`config.mk`:
```
export PLATFORM = sky130hd
export DESIGN_NAME = regfile_sb_flat
export DESIGN_NICKNAME = d
export VERILOG_FILES = /design/src/rtl/regfile_pkg.sv /design/src/rtl/regfile_sb_if.sv /design/src/rtl/regfile_pend_ctr.sv /design/src/rtl/regfile_sb.sv /design/src/flat_wrapper.sv
export SDC_FILE = /design/constraint.sdc
export NUM_CORES = 2
export LEC_CHECK = 0
export ABC_AREA = 1
export ABC_CLOCK_PERIOD_IN_PS = 2600
export BUFFER_PORTS_ARGS = -buffer_cell sky130_fd_sc_hd__buf_4
export CAP_MARGIN = 30
export CORE_ASPECT_RATIO = 0.7
export CORE_MARGIN = 3
export CORE_UTILIZATION = 30
export DETAILED_ROUTE_END_ITERATION = 8
export PLACE_DENSITY = 0.49
export SETUP_SLACK_MARGIN = 0.15
export SYNTH_ARGS = -nofsm -noshare
export SYNTH_HDL_FRONTEND = slang
export SYNTH_SLANG_ARGS = --single-unit
```
`constraint.sdc`:
```
create_clock -name clk -period 2.6 [get_ports clk]
set_clock_uncertainty 0.2 [all_clocks]
set_input_delay 0.13 -clock clk [delete_from_list [all_inputs] [get_ports clk]]
set_output_delay 0.13 -clock clk [all_outputs]
set_load 0.1 [all_outputs]
```
`src/rtl/regfile_pkg.sv`:
```
// Shared constants and types for the scoreboarded register file.
package regfile_pkg;

    localparam int DEF_DATA_WIDTH     = 32;
    localparam int DEF_NUM_REGISTERS  = 32;
    localparam int DEF_NUM_READ_PORTS = 2;
    localparam int DEF_ZERO_REG       = 1;
    localparam int DEF_PEND_W         = 2;

    typedef logic [DEF_PEND_W-1:0] pend_cnt_t;

    typedef enum logic [1:0] {
        CTR_HOLD = 2'd0,
        CTR_INC  = 2'd1,
        CTR_DEC  = 2'd2
    } ctr_op_e;

endpackage

```
`src/rtl/regfile_sb_if.sv`:
```
// Read, writeback, issue and flush signals of the scoreboarded register file.
interface regfile_sb_if #(
    parameter int DATA_WIDTH     = regfile_pkg::DEF_DATA_WIDTH,
    parameter int NUM_REGISTERS  = regfile_pkg::DEF_NUM_REGISTERS,
    parameter int NUM_READ_PORTS = regfile_pkg::DEF_NUM_READ_PORTS
);
    localparam int AW = (NUM_REGISTERS > 1) ? $clog2(NUM_REGISTERS) : 1;

    logic [NUM_READ_PORTS-1:0][AW-1:0]         rd_addr;
    logic [NUM_READ_PORTS-1:0][DATA_WIDTH-1:0] rd_data;
    logic [NUM_READ_PORTS-1:0]                 rd_busy;
    logic                                      wr_en;
    logic [AW-1:0]                             wr_addr;
    logic [DATA_WIDTH-1:0]                     wr_data;
    logic                                      issue_en;
    logic [AW-1:0]                             issue_addr;
    logic                                      issue_ready;
    logic                                      flush;

    modport master (
        output rd_addr, wr_en, wr_addr, wr_data, issue_en, issue_addr, flush,
        input  rd_data, rd_busy, issue_ready
    );

    modport slave (
        input  rd_addr, wr_en, wr_addr, wr_data, issue_en, issue_addr, flush,
        output rd_data, rd_busy, issue_ready
    );

endinterface

```
`src/rtl/regfile_pend_ctr.sv`:
```
// Saturating up/down outstanding-write counter for one register; flush wins.
module regfile_pend_ctr
    import regfile_pkg::*;
#(
    parameter int PEND_W = DEF_PEND_W
) (
    input  logic              clk,
    input  logic              rst,
    input  logic              flush,
    input  logic              inc,
    input  logic              dec,
    output logic [PEND_W-1:0] count,
    output logic              at_max
);

    logic [PEND_W-1:0] count_q, count_d;
    ctr_op_e           op;

    // NOTE: every variable assigned in always_comb gets a default first, so no latch is inferred.
    always_comb begin
        op = CTR_HOLD;
        if (inc && !dec)
            op = CTR_INC;
        else if (dec && !inc)
            op = CTR_DEC;

        count_d = count_q;
        case (op)
            CTR_INC: if (count_q != '1) count_d = count_q + 1'b1;
            CTR_DEC: if (count_q != '0) count_d = count_q - 1'b1;
            default: count_d = count_q;
        endcase
        if (flush)
            count_d = '0;
    end

    // NOTE: sequential state uses non-blocking assignments so all flops update from pre-edge values.
    always_ff @(posedge clk or negedge rst) begin
        if (!rst)
            count_q <= '0;
        else
            count_q <= count_d;
    end

    assign count  = count_q;
    assign at_max = (count_q == '1);

endmodule

```
`src/rtl/regfile_sb.sv`:
```
// Multi-port register file with write bypass and per-register pending-write scoreboard.
module regfile_sb
    import regfile_pkg::*;
#(
    parameter int DATA_WIDTH     = DEF_DATA_WIDTH,
    parameter int NUM_REGISTERS  = DEF_NUM_REGISTERS,
    parameter int NUM_READ_PORTS = DEF_NUM_READ_PORTS,
    parameter int ZERO_REG       = DEF_ZERO_REG,
    parameter int PEND_W         = DEF_PEND_W
) (
    input  logic        clk,
    input  logic        rst,
    regfile_sb_if.slave bus
);

    localparam int AW = (NUM_REGISTERS > 1) ? $clog2(NUM_REGISTERS) : 1;

    logic [DATA_WIDTH-1:0] regs_q [NUM_REGISTERS];
    logic [DATA_WIDTH-1:0] regs_d [NUM_REGISTERS];
    logic [PEND_W-1:0]     cnt    [NUM_REGISTERS];
    logic [NUM_REGISTERS-1:0] at_max, inc, dec;

    logic wr_ok, issue_ok, issue_ready;
    logic [NUM_READ_PORTS-1:0][DATA_WIDTH-1:0] rd_data;
    logic [NUM_READ_PORTS-1:0]                 rd_busy;

    // A "live" address is in range and not the hardwired zero register.
    function automatic logic addr_live(input logic [AW-1:0] a);
        return (int'(a) < NUM_REGISTERS) && !((ZERO_REG != 0) && (a == '0));
    endfunction

    always_comb begin
        wr_ok       = bus.wr_en && addr_live(bus.wr_addr);
        issue_ready = 1'b1;
        if (addr_live(bus.issue_addr))
            issue_ready = !at_max[bus.issue_addr] ||
                          (wr_ok && (bus.wr_addr == bus.issue_addr));
        issue_ok    = bus.issue_en && addr_live(bus.issue_addr) && issue_ready;
    end

    for (genvar r = 0; r < NUM_REGISTERS; r++) begin : g_pend
        assign inc[r] = issue_ok && (bus.issue_addr == AW'(r));
        assign dec[r] = wr_ok && (bus.wr_addr == AW'(r));

        regfile_pend_ctr #(.PEND_W(PEND_W)) u_ctr (
            .clk    (clk),
            .rst    (rst),
            .flush  (bus.flush),
            .inc    (inc[r]),
            .dec    (dec[r]),
            .count  (cnt[r]),
            .at_max (at_max[r])
        );
    end

    always_comb begin
        regs_d = regs_q;
        if (wr_ok)
            regs_d[bus.wr_addr] = bus.wr_data;
    end

    // NOTE: the storage array is reset because a cleared register file is architecturally visible.
    always_ff @(posedge clk or negedge rst) begin
        if (!rst) begin
            for (int i = 0; i < NUM_REGISTERS; i++)
                regs_q[i] <= '0;
        end else begin
            regs_q <= regs_d;
        end
    end

    // Same-cycle writeback bypasses both data and the last outstanding busy flag.
    always_comb begin
        for (int p = 0; p < NUM_READ_PORTS; p++) begin
            logic byp;
            byp        = 1'b0;
            rd_data[p] = '0;
            rd_busy[p] = 1'b0;
            if (addr_live(bus.rd_addr[p])) begin
                byp        = wr_ok && (bus.wr_addr == bus.rd_addr[p]);
                rd_data[p] = byp ? bus.wr_data : regs_q[bus.rd_addr[p]];
                rd_busy[p] = (cnt[bus.rd_addr[p]] != '0) &&
                             !(byp && (cnt[bus.rd_addr[p]] == PEND_W'(1)));
            end
        end
    end

    assign bus.rd_data     = rd_data;
    assign bus.rd_busy     = rd_busy;
    assign bus.issue_ready = issue_ready;

endmodule

```
`src/flat_wrapper.sv`:
```
// flat-port wrapper written by rule: the top's interface ports become plain ports
module regfile_sb_flat import regfile_pkg::*;
#(
    parameter int DATA_WIDTH     = DEF_DATA_WIDTH,
    parameter int NUM_REGISTERS  = DEF_NUM_REGISTERS,
    parameter int NUM_READ_PORTS = DEF_NUM_READ_PORTS,
    parameter int ZERO_REG       = DEF_ZERO_REG,
    parameter int PEND_W         = DEF_PEND_W
)
  (clk, rst, bus_rd_addr, bus_wr_en, bus_wr_addr, bus_wr_data, bus_issue_en, bus_issue_addr, bus_flush, bus_rd_data, bus_rd_busy, bus_issue_ready);
  regfile_sb_if #(.DATA_WIDTH(DATA_WIDTH), .NUM_REGISTERS(NUM_REGISTERS), .NUM_READ_PORTS(NUM_READ_PORTS)) bus_i ();
  input  logic clk;
  input  logic rst;
  input wire logic [$bits(bus_i.rd_addr)-1:0] bus_rd_addr;
  input wire logic [$bits(bus_i.wr_en)-1:0] bus_wr_en;
  input wire logic [$bits(bus_i.wr_addr)-1:0] bus_wr_addr;
  input wire logic [$bits(bus_i.wr_data)-1:0] bus_wr_data;
  input wire logic [$bits(bus_i.issue_en)-1:0] bus_issue_en;
  input wire logic [$bits(bus_i.issue_addr)-1:0] bus_issue_addr;
  input wire logic [$bits(bus_i.flush)-1:0] bus_flush;
  output wire logic [$bits(bus_i.rd_data)-1:0] bus_rd_data;
  output wire logic [$bits(bus_i.rd_busy)-1:0] bus_rd_busy;
  output wire logic [$bits(bus_i.issue_ready)-1:0] bus_issue_ready;
  assign bus_i.rd_addr = bus_rd_addr;
  assign bus_i.wr_en = bus_wr_en;
  assign bus_i.wr_addr = bus_wr_addr;
  assign bus_i.wr_data = bus_wr_data;
  assign bus_i.issue_en = bus_issue_en;
  assign bus_i.issue_addr = bus_issue_addr;
  assign bus_i.flush = bus_flush;
  assign bus_rd_data = bus_i.rd_data;
  assign bus_rd_busy = bus_i.rd_busy;
  assign bus_issue_ready = bus_i.issue_ready;
  regfile_sb #(.DATA_WIDTH(DATA_WIDTH), .NUM_REGISTERS(NUM_REGISTERS), .NUM_READ_PORTS(NUM_READ_PORTS), .ZERO_REG(ZERO_REG), .PEND_W(PEND_W)) u_core (.clk(clk), .rst(rst), .bus(bus_i));
endmodule
```
## Yosys cells after proc, flatten, opt, wreduce, memory -nomap -nowiden

Index checks and enable logic that the tools add are counted.

| word-level totals | value |
|---|---|
| flip-flop bits (word level) | 1088 |
| input port bits | 57 |
| output and inout port bits | 67 |
| word-level logic and storage cells | 922 |

| cells by class | value |
|---|---|
| add/subtract/negate cells | 64 |
| magnitude comparators | 5 |
| equality and inequality tests | 259 |
| muxes and demuxes | 216 |
| bitwise gates (word level) | 3 |
| reductions and logical operators | 311 |

Operators with widths:

| operator | number |
|---|---|
| bitwise mux 1024 bit | 1 |
| two-way mux 2 bit | 164 |
| binary-select mux 32 bit (select 5 bit) | 2 |
| two-way mux 32 bit | 9 |
| != test 3 bit (second input constant) | 64 |
| demux 32 bit (select 5 bit) | 1 |
| == test 5 bit (second input constant) | 32 |
| logical AND 1 bit | 139 |
| == test 2 bit (second input constant) | 64 |
| case mux 2 bit (2 select lines) | 32 |
| AND reduction 3 bit | 32 |
| nonzero test 3 bit | 32 |
| == test 5 x 4 -> 1 bit (second input constant) | 16 |
| logical NOT 1 bit | 69 |
| == test 2 x 1 -> 1 bit (second input constant) | 34 |
| nonzero test 2 bit | 34 |
| adder 2 x 1 -> 2 bit (second input constant) | 32 |
| != test 2 bit (second input constant) | 32 |
| subtractor 2 x 1 -> 2 bit (second input constant) | 32 |
| == test 5 x 3 -> 1 bit (second input constant) | 8 |
| binary-select mux 2 bit (select 5 bit) | 2 |
| == test 5 x 2 -> 1 bit (second input constant) | 4 |
| logical NOT 5 bit | 4 |
| >= comparator 6 bit (second input constant) | 3 |
| 8 further kinds | 16 |

## Longest topological paths before layout

| logic depth | value |
|---|---|
| depth in word-level cells | 15 |
| depth in mapped cells | 19 |
| gate-level depth less buffers | 17 |

## Cells and area by module

A second synthesis with hierarchy kept.

| unflattened totals | value |
|---|---|
| cell total of the unflattened synthesis | 9120 |
| area total of the unflattened synthesis | 65024.9 um2 |

Modules (own cells, without submodules):

| module | times used | cells an instance | area an instance (um2) | sequential area each (um2) |
|---|---|---|---|---|
| regfile_sb | 1 | 8288 | 59659.7 | 25624.6 |
| regfile_pend_ctr | 32 | 26 | 167.7 | 50.0 |

## Worst setup path after synthesis

OpenSTA, ideal clock, no wires.

| timing | value |
|---|---|
| path kind | input-to-output |
| start point | input bus_rd_addr[4] |
| end point | output bus_rd_data[12] |
| arrival time | 3560 ps |
| data required time | 2270 ps |
| slack | -1290 ps |
| stages on the path | 8 |
| path through | clkbuf_1 -> xor2_1 -> nor4_1 -> and2_1 -> clkbuf_1 -> clkbuf_1 -> a21oi_1 -> a211oi_1 |

| between the ends | value |
|---|---|
| word-level cells in the longest chain between the ends | 6 |
| elaborated cells between the ends (all ways) | 9 |

RTL lines:

| item | line | RTL |
|---|---|---|
| start: declaration | flat_wrapper.sv:14 | `input wire logic [$bits(bus_i.rd_addr)-1:0] bus_rd_addr;` |
| inverter 5 -> 6 bit (not written as such) | regfile_sb.sv:81 | `rd_data[p] = byp ? bus.wr_data : regs_q[bus.rd_addr[p]];` |
| binary-select mux 32 bit (select 5 bit) | regfile_sb.sv:81 |  |
| two-way mux 32 bit (not written as such) (2 in series) | regfile_sb.sv:81 |  |
| two-way mux 32 bit | regfile_sb.sv:81 |  |
| two-way mux 32 bit (*) | regfile_sb.sv:79 | `if (addr_live(bus.rd_addr[p])) begin` |
| end: declaration | flat_wrapper.sv:21 | `output wire logic [$bits(bus_i.rd_data)-1:0] bus_rd_data;` |

Mark *: on every way between the ends. The rest lies on a longest branch, timed or not. The select of a mux whose other input is x is not followed.

## Worst setup path after layout

| timing | value |
|---|---|
| start point | register u_core.g_pend[31].u_ctr.count_q[1] |
| end point | output bus_rd_busy[0] |

| between the ends | value |
|---|---|
| word-level cells in the longest chain between the ends | 8 |
| elaborated cells between the ends (all ways) | 9 |

RTL lines:

| item | line | RTL |
|---|---|---|
| start: declaration | regfile_pend_ctr.sv:16 | `logic [PEND_W-1:0] count_q, count_d;` |
| start signal: assignment | regfile_pend_ctr.sv:42 | `count_q <= count_d;` |
| binary-select mux 2 bit (select 5 bit) (*) | regfile_sb.sv:82, regfile_sb.sv:83 |  |
| two-way mux 2 bit (not written as such) (*) (2 in series) | regfile_sb.sv:82, regfile_sb.sv:83 |  |
| == test 2 x 1 -> 1 bit | regfile_sb.sv:83 | `!(byp && (cnt[bus.rd_addr[p]] == PEND_W'(1)));` |
| logical AND 1 bit | regfile_sb.sv:83 |  |
| logical NOT 1 bit | regfile_sb.sv:83 |  |
| logical AND 1 bit (*) | regfile_sb.sv:82 | `rd_busy[p] = (cnt[bus.rd_addr[p]] != '0) &&` |
| two-way mux 1 bit (*) | regfile_sb.sv:79 |  |
| end: declaration | flat_wrapper.sv:22 | `output wire logic [$bits(bus_i.rd_busy)-1:0] bus_rd_busy;` |

Marks and branches as above.

==> out/qor.csv <==
metric,value,unit
dieArea,213600,um2
synth_cell_type_count,45,
critical_path.endpoint_type,output port,
path_class,reg2out,
setup_viol_count_final,82,
tightestPinTransition,0.9035,ns
rsz0062_at_grt,true,
syn_avg_cell_area,7.214,um2
finalPower,55.25,mW
status,"finished, violations left",
syn2layout_area_growth,27.29,%
power_frac_seq,0.405,
ios,124,
coreArea,205900,um2
r2r-start,u_core.g_pend[14].u_ctr.count[1],
ctsHtreeMaxLevel,3,
drtPass1Iterations,6,
cts_buffers,113,
wl_per_cell,26.14,um
drive_above_1_share,0.1898,
relSlewSlack,0.3970,
drc_errors,0,
ys_ff_latch,1088,
die_w,551.1,um
grt_pass1_vias,60180,
placed_area,70920,um2
cp.required,2.27,ns
drv_slew,0,
antenna_left,0,
post-route-cell-area,79430,um2
setup_ws,-0.3571,ns
pwr-share-clk,0.331,
start_kind,register,
fillers,21110,
port_buffers,123,
grt.overflow.total,0,
synthCells,8650,
cap_violations,0,
violations,setup timing,
synth_async_sr_flop_share,1.000,
fin_crit,2.957,ns
antenna_found_initial,11,
worstHoldStart,bus_wr_addr[0],
dp.final_hpwl,191600,um
reg2reg_to,u_core.g_pend[18].u_ctr.count[1],
power.density,695.5,nW/um2
combPwrFrac,0.264,
stdcell_count,11610,
worstSkewPairLatency,0.76,ns
grt_usage,0.2736,
p_sw,19.22,mW
grt_start_max_net_pins,89,
finalCritPeriodShare,1.137,
initial_core_util,0.3030,
p_int,36.03,mW
swShare,0.3479,
whs_path_depth,8,
fin_nets,8817,
rrSetupSlack,-0.07,ns
root_buffer,clkbuf_16,
clockBufferDepth,3,
cts_tree,done,
vdd_ir_drop_max,530.0,uV
syn_nets,8708,
r2r_cells,21,
ys.flop_type,dfrtp_1,
ys_warn_count,0,
synth_edf_count,0,
worstHoldEndpoint,u_core.g_pend[29].u_ctr.count[1],
die_h,387.6,um
post-route-util,0.3857,
vias_per_cell,5.686,
seq_area_frac_synth,0.4363,
p_leak,33.89,nW
vias,66010,
rows,139,
min_path_type,in2reg,
tns,-6.932,ns
fmax,338.2,MHz
grt_pass1_wl,435400,um
cts.sinks,1088,
synth_area,62400,um2
hold_viol,0,
drt_iter0_drc,8958,
path_clk_slew,0.07,ns
wl,303400,um
gp_congestion,0.9079,
numPlacedInstances,11250,
cp_data_arrival_time,2.63,ns
worstPathMaxFanout,6,
==> cells in the mapped netlist, types with 3 or more instances <==
library cell	n	area, um2
buf_4	7	52.55
buf_6	3	33.78
nand2_2	57	356.6
o311ai_1	4	35.03
a311oi_1	4	35.03
nor3_1	23	115.1
a31oi_1	21	131.4
o32ai_1	5	43.79
dfrtp_1	1088	27230
a211oi_1	39	292.8
xnor2_1	20	175.2
inv_1	598	2245
nand4_1	37	231.5
clkbuf_1	575	2158
nand3_2	39	390.4
nand2_1	1592	5976
o2111ai_1	15	131.4
a21oi_1	725	3628
nor2_4	3	33.78
o21ai_1	47	235.2
buf_2	167	835.8
clkinv_1	5	18.77
o21ai_0	2318	11600
nor4_1	4	25.02
buf_1	72	270.3
o22ai_1	38	237.7
nand3_1	407	2037
xor2_1	7	61.31
nor2_2	5	31.28
nor2_1	471	1768
inv_2	14	52.55
or2_2	5	31.28
o211ai_1	144	1081
o221ai_1	76	665.6
==> sequential cells by signal (all words and copies together) (netlist names) <==
register,cells
u_core.g_pend.u_ctr.count,64
u_core.regs_q,1024
==> routing by layer <==
layer	up-vias	share of wire	wire length [um]	global-route usage
li1	29540	-	-	-
met1	32070	0.44	133200	0.4024
met2	3806	0.42	126700	0.3957
met3	599	0.10	30770	0.05134
met4	2	0.042	12720	0.09882
met5	-	0.000053	16	0
==> cells in the final DEF (no fill, tap or decap), types with 29 or more instances in the layout <==
master	instances
o21ai_0	1869
nand2_1	1547
dfrtp_1	1074
a21oi_1	575
inv_1	480
buf_4	453
o21ai_1	443
nor2_1	438
nand3_1	335
buf_12	268
o211ai_1	144
a21oi_2	129
clkbuf_16	118
inv_2	112
nand3_2	82
nand2_2	65
o221ai_1	58
o21ai_2	52
dlygate4sd3_1	50
nand2_4	38
nand4_1	37
buf_6	37
clkinv_2	33
nand3_4	29
==> worst max-delay path by stage <==
| stage | from | endpoint | slack [ns] | depth (start not counted) |
|---|---|---|---|---|
| after CTS | u_core.g_pend[2].u_ctr.count[1] | bus_rd_busy[0] | -0.41 | 11 |
| after detailed placement | bus_rd_addr[5] | bus_rd_data[33] | -0.60 | 12 |
| after global placement | bus_rd_addr[5] | bus_rd_data[33] | -0.55 | 12 |
| after floorplan | bus_rd_addr[4] | bus_rd_data[18] | -0.13 | 8 |
| after global routing | u_core.g_pend[23].u_ctr.count[0] | bus_rd_busy[0] | -0.44 | 10 |
| final | u_core.g_pend[31].u_ctr.count[1] | bus_rd_busy[0] | -0.36 | 9 |
==> cell type report <==
class                           count  area (um2)  area share
Clock buffer                      159        3243     0.04083
Clock inverter                     54       769.5    0.009687
Inverter                          619        2391     0.03010
Multi-Input combinational cell   6115       32400      0.4079
Timing Repair Buffer              822        9936      0.1251
Antenna cell                        3       7.507  0.00009451
Sequential cell                  1088       27240      0.3430
Tap cell                         2749        3440     0.04330
==> power groups by stage <==
stage | logic [mW] | registers [mW] | clock network [mW]
floorplan | 8.26 | 21.9 | 0
global placement | 12.3 | 22.4 | 0
detailed placement | 12.5 | 22.5 | 0
CTS | 13.7 | 22.2 | 18.5
global route | 16.0 | 22.7 | 19.2
finish | 14.6 | 22.4 | 18.3
==> critical path, stage by stage (launching register included) <==
cell     delay [ns]
dfrtp_1        0.48
a21oi_1        0.18
o21ai_0        0.12
a21oi_2        0.28
o22ai_2        0.14
buf_4          0.15
nand2_1        0.09
a31oi_4        0.11
buf_12         0.15
buf_12         0.16
==> metrics by stage <==
stage | hold slack (ns) | setup WS [ns]
after CTS | 0.01025 | -0.4072
after floorplan | -0.3656 | -0.1333
after global placement | -0.09553 | -0.5529
after detailed placement | -0.09133 | -0.6007
after global routing | 0.08376 | -0.4386
final | 0.06195 | -0.3571
==> timing repair <==
item,4_1_cts,5_1_grt
setup endpoints to repair,123,130
gates cloned,1,3
resized for setup,665,613
pin swaps,211,332
endpoints found under the hold margin,1891,0
buffers inserted,45,41
hold buffers,51,0
==> logic make-up after synthesis <==
logic type,synth area share
xor gates and xnor gates,0.003790
buffers and inverters,0.09189
adders and majority gates,0.0002005
AOI/OAI and AO/OA,0.2910
DFF,0.4363
and+or+nand+nor,0.1768
(Power assumes the default switching activity.)
